File: config.mk
export PLATFORM = sky130hd
export DESIGN_NAME = cpu_run_ctrl
export DESIGN_NICKNAME = d
export VERILOG_FILES = /design/src/rtl/cpu_run_ctrl.sv
export SDC_FILE = /design/constraint.sdc
export NUM_CORES = 1
export LEC_CHECK = 0
export CAP_MARGIN = 20
export CORE_ASPECT_RATIO = 0.5
export CORE_MARGIN = 5
export CORE_UTILIZATION = 30
export DETAILED_ROUTE_END_ITERATION = 6
export HOLD_SLACK_MARGIN = 0.08
export MAX_ROUTING_LAYER = met4
export PLACE_DENSITY = 0.63
export SKIP_LAST_GASP = 1
export SYNTH_ARGS = -nofsm -noshare
export SYNTH_HDL_FRONTEND = slang
export SYNTH_SLANG_ARGS = --single-unit
File: constraint.sdc
create_clock -name clk -period 5.6 [get_ports clk]
set_clock_uncertainty 0.2 [all_clocks]
set_input_delay 1.12 -clock clk [delete_from_list [all_inputs] [get_ports clk]]
set_output_delay 1.12 -clock clk [all_outputs]
set_load 0.005 [all_outputs]
File: src/rtl/cpu_run_ctrl.sv
// rtl/cpu_run_ctrl.sv - program load / run / stop sequencer for the 5-stage RISC-V core
module cpu_run_ctrl #(
  parameter int IMEM_ADDR_W = 9,
  parameter int DMEM_ADDR_W = 10,
  parameter int CYCLE_W     = 32
) (
  input  logic                 clk,
  input  logic                 arst_n,
  input  logic                 start,
  input  logic [IMEM_ADDR_W:0] imem_len,
  input  logic [DMEM_ADDR_W:0] dmem_len,
  input  logic [CYCLE_W-1:0]   run_cycles,
  input  logic                 s_valid,
  input  logic [63:0]          s_data,
  output logic                 s_ready,
  output logic [63:0]          addr_ext,
  output logic                 wen_ext,
  output logic [31:0]          wdata_ext,
  output logic [63:0]          addr_ext_2,
  output logic                 wen_ext_2,
  output logic [63:0]          wdata_ext_2,
  output logic                 cpu_enable,
  output logic                 busy,
  output logic                 done,
  output logic [CYCLE_W-1:0]   cycle_count
);

  localparam int IDX_W = ((IMEM_ADDR_W > DMEM_ADDR_W) ? IMEM_ADDR_W : DMEM_ADDR_W) + 1;
  localparam logic [IMEM_ADDR_W:0] IMEM_DEPTH = {1'b1, {IMEM_ADDR_W{1'b0}}};
  localparam logic [DMEM_ADDR_W:0] DMEM_DEPTH = {1'b1, {DMEM_ADDR_W{1'b0}}};

  typedef enum logic [2:0] {
    ST_IDLE, ST_LOAD_I, ST_LOAD_D, ST_SETTLE, ST_RUN, ST_DONE
  } state_t;

  state_t             state, state_nxt;
  logic [IDX_W-1:0]   imem_cnt, dmem_cnt, idx;
  logic [IDX_W-1:0]   imem_len_c, dmem_len_c;
  logic [CYCLE_W-1:0] run_q;
  logic               start_ok, hs, last_i, last_d, run_last;

  // Lengths are clamped to memory depth so the index can never wrap an address.
  always_comb begin
    imem_len_c = (imem_len > IMEM_DEPTH) ? IDX_W'(IMEM_DEPTH) : IDX_W'(imem_len);
    dmem_len_c = (dmem_len > DMEM_DEPTH) ? IDX_W'(DMEM_DEPTH) : IDX_W'(dmem_len);
  end

  assign start_ok = start && ((state == ST_IDLE) || (state == ST_DONE));
  assign hs       = s_valid && s_ready;
  assign last_i   = (idx + IDX_W'(1)) == imem_cnt;
  assign last_d   = (idx + IDX_W'(1)) == dmem_cnt;
  assign run_last = (cycle_count + CYCLE_W'(1)) == run_q;

  always_ff @(posedge clk or negedge arst_n) begin
    if (!arst_n) state <= ST_IDLE;
    else         state <= state_nxt;
  end

  always_comb begin
    state_nxt = state;
    case (state)
      ST_IDLE, ST_DONE: begin
        if (start) begin
          if (imem_len_c != '0)      state_nxt = ST_LOAD_I;
          else if (dmem_len_c != '0) state_nxt = ST_LOAD_D;
          else                       state_nxt = ST_SETTLE;
        end
      end
      ST_LOAD_I: if (hs && last_i) state_nxt = (dmem_cnt != '0) ? ST_LOAD_D : ST_SETTLE;
      ST_LOAD_D: if (hs && last_d) state_nxt = ST_SETTLE;
      ST_SETTLE: state_nxt = (run_q != '0) ? ST_RUN : ST_DONE;
      ST_RUN:    if (run_last) state_nxt = ST_DONE;
      default:   state_nxt = ST_IDLE;
    endcase
  end

  always_comb begin
    s_ready    = ((state == ST_LOAD_I) && (idx < imem_cnt)) ||
                 ((state == ST_LOAD_D) && (idx < dmem_cnt));
    cpu_enable = (state == ST_RUN);
    done       = (state == ST_DONE);
    busy       = (state == ST_LOAD_I) || (state == ST_LOAD_D) ||
                 (state == ST_SETTLE) || (state == ST_RUN);
  end

  // Write ports are registered: one pulse the cycle after each accepted word.
  always_ff @(posedge clk or negedge arst_n) begin
    if (!arst_n) begin
      imem_cnt    <= '0;
      dmem_cnt    <= '0;
      run_q       <= '0;
      idx         <= '0;
      cycle_count <= '0;
      addr_ext    <= '0;
      wen_ext     <= 1'b0;
      wdata_ext   <= '0;
      addr_ext_2  <= '0;
      wen_ext_2   <= 1'b0;
      wdata_ext_2 <= '0;
    end else begin
      wen_ext   <= 1'b0;
      wen_ext_2 <= 1'b0;
      if (start_ok) begin
        imem_cnt    <= imem_len_c;
        dmem_cnt    <= dmem_len_c;
        run_q       <= run_cycles;
        idx         <= '0;
        cycle_count <= '0;
      end
      if ((state == ST_LOAD_I) && hs) begin
        wen_ext   <= 1'b1;
        addr_ext  <= 64'({idx, 2'b00});
        wdata_ext <= s_data[31:0];
        idx       <= last_i ? '0 : idx + IDX_W'(1);
      end
      if ((state == ST_LOAD_D) && hs) begin
        wen_ext_2   <= 1'b1;
        addr_ext_2  <= 64'({idx, 3'b000});
        wdata_ext_2 <= s_data;
        idx         <= last_d ? '0 : idx + IDX_W'(1);
      end
      if (state == ST_RUN) cycle_count <= cycle_count + CYCLE_W'(1);
    end
  end

endmodule

==> qor.yml, run 1 <==
multiInputGateArea_mm2: 0.00560
hold_depth: 2
ys.warnings.count: 0
max_slew_margin_pct: 28.8
p_leak_nw: 6.72
critPathMaxFanout: 36
drtIter0Drc: 582
cts_tree: "built"
combPwrFrac_pct: 39.1
antenna_left: 0
crit-reg2reg-capture: "idx[5]"
vias_per_cell: 4.68
drive_gt1_share_pct: 12.7
port_buffers: 276
synth_edf_count: 0
synth-seq-cells: 219
vias: 9317
start_util_pct: 30.5
hold_class: "reg -> reg"
layout_setup_ws_ns: 1.30
min_period_over_period_pct: 76.8
dp_hpwl_mm: 27.1
finalCriticalPeriod_ns: 4.30
place_congestion: 0.917
sw_frac_of_total_pct: 34.3
die-area_mm2: 0.0440
cp_cell_sequence: "nor2_1 -> nand2_1 -> buf_4 -> inv_1 -> clkdlybuf4s50_1"
netSwitchingPower_mw: 2.53
ctsHoldBuffers: 0
grt-ovfl-total: 0
area_growth_pct: 31.5
path_class: "reg -> out"
vdd_drop_max_mv: 0.171
power.density_mw_per_mm2: 471
wl_mm: 36.3
grt_max_degree: 123
pre_cts_ws_ns: 1.83
nFillCells: 3835
rows: 51
maxCapViolCount: 0
dp_cells: 1946
drc: 0
cts_made_buffers: 25
ctsResizeCount: 0
cp_slowest_cell: "inv_1"
cp_top_family: "buffers and inverters"
seq_area_frac_synth_pct: 46.1
cp-end-kind: "output port"
cts_root_buf: "clkbuf_16"
firstDrtPassIters: 5
r2r-start: "idx[1]"
antenna_cells: 0
grt_pass1_vias: 8917
track_usage_pct: 15.9
slowest_delay_ns: 0.67
r2r_cells: 10
ys_types: 67
required_ns: 4.28
crit_path_start_kind: "flop"
crit_buf_inv: 3
die_y_um: 151
synthesis.area_mm2: 0.0119
hold_viol_final: 0
whs_ns: 0.299
cts_buffer_depth: 3
core_area_mm2: 0.0390
synth_area_per_cell_um2: 9.94
syn_inst: 1196
grt_pass1_wl_mm: 54.1
rsz0062_at_grt: "no"
slew_violations: 0
nNetsFinal: 1587
hold_start: "imem_cnt[0]"
cts_max_level: 1
async_flop_share_pct: 100
ff2ff_setup_slack_ns: 1.89
finalNonFillerCells: 1991
fmax_ghz: 0.232
cp.arrival_ns: 2.98
clkPwrFrac_pct: 24.8
dpl-instance-area_mm2: 0.0147
internal-power_mw: 4.84
clk_pin_slew_ns: 0.07
die_w_um: 292
setup_tns_ns: 0
min_to: "imem_cnt[0]"
worst_pin_slew_ns: 1.07
status: "completed"
power_frac_seq_pct: 36.1
post-cts-setup-buffer-count: 0
stdcell_area_mm2: 0.0156
clk_latency_ns: 0.53
ys.flop_type: "dfrtp_1"
io_pins: 383
post_drt_wl_per_cell_um: 18.3
seqCellArea_mm2: 0.00548
clock-sinks: 219
antenna_found_initial: 0
finalSetupViolations: 0
metrics by stage:
step	utilization, %	total power, mW
after global routing	40.1	7.83
final	40.1	7.37
after detailed placement	37.8	5.58
after CTS	40.1	7.45
after global placement	37.8	5.55
after floorplan	-	4.13
final cells by class:
cell class / count / area share (%)
clock buffers: 34 / 4.60
clock inverters: 11 / 1.25
flip-flops and latches: 219 / 35.0
multi-input cells: 877 / 35.8
inverters: 34 / 0.816
well taps: 530 / 4.24
repair buffers: 286 / 18.3
worst max-delay path by stage:
| stage | slack (ns) | endpoint | cells past startpoint | startpoint |
|---|---|---|---|---|
| after floorplan | 2.53 | state[0] | 10 | cycle_count[0] |
| after global placement | 1.84 | s_ready | 7 | idx[8] |
| after detailed placement | 1.83 | s_ready | 7 | idx[8] |
| after CTS | 1.26 | s_ready | 7 | idx[8] |
| after global routing | 1.08 | s_ready | 7 | idx[8] |
| final | 1.30 | cpu_enable | 5 | state[1] |
state kept, by name, indices dropped and copies added (netlist names):
signal and count:
imem_cnt 10, addr_ext_2 11, wen_ext 1, wdata_ext 32
idx 11, addr_ext 11, wdata_ext_2 64, run_q 32
cycle_count 32, dmem_cnt 11, wen_ext_2 1, state 3
synthesized netlist by cell type (4+ instances only):
library cell	number	area share, %
dfrtp_1	219	46
and3_1	18	0.95
nor2_1	50	1.6
nand3b_1	16	1.0
xor2_1	18	1.3
o21ai_0	89	3.7
a31oi_1	17	0.89
nor2b_1	4	0.21
xnor2_1	45	3.3
mux2_2	118	11
buf_4	111	7.0
buf_1	4	0.13
ha_1	23	2.4
buf_2	24	1.0
a21oi_1	31	1.3
or3_1	5	0.26
o22ai_1	6	0.32
o211ai_1	5	0.32
nand2_1	165	5.2
o31ai_1	13	0.82
inv_1	34	1.1
and4_1	8	0.59
nand4_1	18	0.95
clkbuf_1	31	0.98
nor4_1	16	0.84
nand3_1	27	1.1
nor3_1	14	0.59
nand2b_1	5	0.26
cells by family after synthesis:
family          Yosys count  synth area share [%]
compound gates          195                  9.77
xor+xnor                 63                  4.64
fa+ha+maj                24                  2.50
buf+inv                 205                  10.3
flops                   219                  46.1
mux                     121                  11.4
other cells               1                0.0315
simple gates            368                  15.3
per-layer routing:
layer | vias to the layer above | GRT usage (%) | routed length [µm] | share of wire (%)
met1 | 4595 | 20.5 | 15600 | 43
li1 | 4467 | - | - | -
met2 | 196 | 26.5 | 18500 | 51
met3 | 59 | 2.29 | 1230 | 3.4
met5 | - | - | 0 | 0
met4 | 0 | 4.42 | 988 | 2.7
power by group through the flow:
stage	Sequential (mW)	Combinational (mW)	Clock, mW
after detailed placement	2.68	2.90	0
after CTS	2.66	2.91	1.88
after floorplan	2.55	1.58	0
after global routing	2.74	3.14	1.95
after global placement	2.67	2.88	0
final	2.66	2.88	1.83
worst reg2reg max path, delay by kind of cell, from the launching register on:
kind / cells / cell delay, ns
xor+xnor: 1 / 0.09
fa+ha+maj: 1 / 0.40
compound gates: 4 / 1.19
simple gates: 4 / 1.13
flops: 1 / 0.55
layout by cell type (no fill, tap or decap), types with 17 or more instances in the layout:
master,n
clkdlybuf4s50_1,275
dfrtp_1,219
nand2_1,165
mux2_2,118
conb_1,106
o21ai_0,89
nor2_1,49
xnor2_1,45
inv_1,34
a21oi_1,31
nand3_1,27
clkbuf_16,25
ha_1,23
and3_1,18
xor2_1,18
nand4_1,18
a31oi_1,17
Note: power is estimated with default switching activity, not from simulation.
==> run 2, diff against run 1 <==
==> constraint.sdc (replaced) <==
create_clock -name clk -period 4.3 [get_ports clk]
set_clock_uncertainty 0.2 [all_clocks]
set_input_delay 0.86 -clock clk [delete_from_list [all_inputs] [get_ports clk]]
set_output_delay 0.86 -clock clk [all_outputs]
set_load 0.005 [all_outputs]
==> run 2 against run 1 <==
Sequential power up 31%; combinational power up 31%; clock-buffer cell count up 1; global-route usage about the same; core utilization down 0.17 points; via count up 1.8%; register-to-register slack worse by 1.2 ns; clock power up 14%; routed wire length up 0.17%.
==> qor.yml, run 2 (synthesized netlist as in run 1, its figures left out) <==
drtIter0Drc: 550  # -5.5%
cts_root_buf: "clkbuf_16"
io_pins: 383  # unchanged
cts_made_buffers: 24  # -4.0%
start_util_pct: 30.5  # unchanged
slew_violations: 0  # unchanged
path_class: "reg -> out"
rsz0062_at_grt: "no"
hold_viol_final: 0  # unchanged
netSwitchingPower_mw: 3.28  # +30%
power_frac_seq_pct: 37.3  # +1.2 points
dpl-instance-area_mm2: 0.0148  # +0.37%
place_congestion: 0.978  # +6.6%
vias: 9483  # +1.8%
internal-power_mw: 6.05  # +25%
combPwrFrac_pct: 40.3  # +1.2 points
antenna_found_initial: 0  # unchanged
clkPwrFrac_pct: 22.4  # -2.4 points
grt_max_degree: 105  # -15%
drc: 0  # unchanged
antenna_left: 0  # unchanged
cp.arrival_ns: 2.94  # -0.04 ns
crit_path_start_kind: "flop"
nNetsFinal: 1592  # +0.32%
dp_hpwl_mm: 27.2  # +0.27%
grt-ovfl-total: 0  # unchanged
final_cell_mix: "275 x clkdlybuf4s50_1, 219 x dfrtp_1, 165 x nand2_1"
r2r-start: "idx[1]"
worst_pin_slew_ns: 0.829  # -0.239 ns
fmax_ghz: 0.250
mostFrequentLayoutCell: "clkdlybuf4s50_1"
die_y_um: 151  # unchanged
grt_pass1_vias: 9243  # +3.7%
critPathMaxFanout: 16  # -56%
p_leak_nw: 6.71  # -0.16%
largest_reg_flops: 64  # unchanged
finalCriticalPeriod_ns: 4.00
port_buffers: 276  # unchanged
post-cts-setup-buffer-count: 0  # unchanged
finalNonFillerCells: 1995  # +0.20%
ctsResizeCount: 0  # unchanged
drive_gt1_share_pct: 12.8  # +0.10 points
area_growth_pct: 31.0
firstDrtPassIters: 5  # unchanged
status: "completed"
clk_pin_slew_ns: 0.07  # about the same
grt_pass1_wl_mm: 54.8  # +1.4%
power.density_mw_per_mm2: 600  # +27%
dp_cells: 1952  # +0.31%
maxCapViolCount: 0  # unchanged
clock-sinks: 219  # unchanged
cp-end-kind: "output port"
regMostFlops: "wdata_ext_2"
track_usage_pct: 15.9  # +0.039 points
stdcell_area_mm2: 0.0156  # -0.42%
cts_tree: "built"
min_period_over_period_pct: 92.9
sw_frac_of_total_pct: 35.2  # +0.87 points
die_w_um: 292  # unchanged
required_ns: 3.24  # -1.04 ns
vdd_drop_max_mv: 0.251  # +47%
antenna_cells: 0  # unchanged
hold_class: "in -> async"
cts_buffer_depth: 3  # unchanged
max_slew_margin_pct: 44.7  # +16 points
die-area_mm2: 0.0440  # unchanged
vias_per_cell: 4.75  # +1.6%
ctsHoldBuffers: 0  # unchanged
crit_start: "idx[4]"
finalSetupViolations: 0  # unchanged
clk_latency_ns: 0.54  # about the same
core_area_mm2: 0.0390  # unchanged
p_total_mw: 9.34  # +27%
cts_max_level: 1  # unchanged
post_drt_wl_per_cell_um: 18.2  # about the same
rows: 51  # unchanged
wl_mm: 36.4  # +0.17%
setup_tns_ns: 0  # unchanged
==> run 2: cell types whose count changed in the layout (fill, tap and decap cells not counted), sizes merged <==
cell,delta
buf,+6
bufinv,-4
clkbuf,+1
clkinv,+4
clkinvlp,-2
inv,-1
==> run 2: layout make-up <==
cell class | count | area (µm²)
Clock buffer | 35 | 712
Clock inverter | 8 | 82.6
Fill cell | 3860 | 23400
Inverter | 34 | 128
Multi-Input combinational cell | 877 | 5600
Sequential cell | 219 | 5480
Tap cell | 530 | 663
Timing Repair Buffer | 292 | 2910
==> run 2: final timing paths <==
check                                  endpoint  slack (ns)  depth (start not counted)
worst min register to register      imem_cnt[0]        0.29                          2
worst max-delay path                    s_ready        0.30                          7
max in group asynchronous       wdata_ext_2[28]        2.79                          2
worst min-delay path                  run_q[17]        0.20                          1
worst max register to register           idx[3]        0.68                         10
min in group clk                    imem_cnt[0]        0.29                          2
==> run 2: power groups by stage <==
stage	clock [mW]	sequential [mW]	combinational, mW
global placement	0	3.49	3.76
global route	2.23	3.58	4.13
CTS	2.15	3.48	3.81
detailed placement	0	3.51	3.79
finish	2.09	3.49	3.76
floorplan	0	3.33	2.06
==> run 2: critical path, stage by stage, from the launching register on <==
cell	delay, ns
dfrtp_1	0.76
ha_1	0.26
a21o_1	0.10
a21oi_1	0.06
a21o_1	0.18
a32oi_1	0.49
inv_1	0.08
clkdlybuf4s50_1	0.46
==> run 2: stage by stage <==
step	util, %	worst slack (ns)	hold slack [ns]
4_1_cts	39.9	0.262	0.212
5_1_grt	39.9	0.0821	0.261
2_1_floorplan	-	1.23	0.245
3_5_place_dp	37.9	0.730	0.279
3_3_place_gp	37.9	0.726	0.268
6_report	39.9	0.304	0.200
==> run 2: per-layer routing <==
layer / routed length (µm) / GRT usage [%] / vias to the layer above
li1: - / - / 4457
met1: 14900 / 19.7 / 4729
met2: 18700 / 27.2 / 220
met3: 1370 / 2.51 / 77
met4: 1350 / 5.13 / 0
met5: 0 / - / -
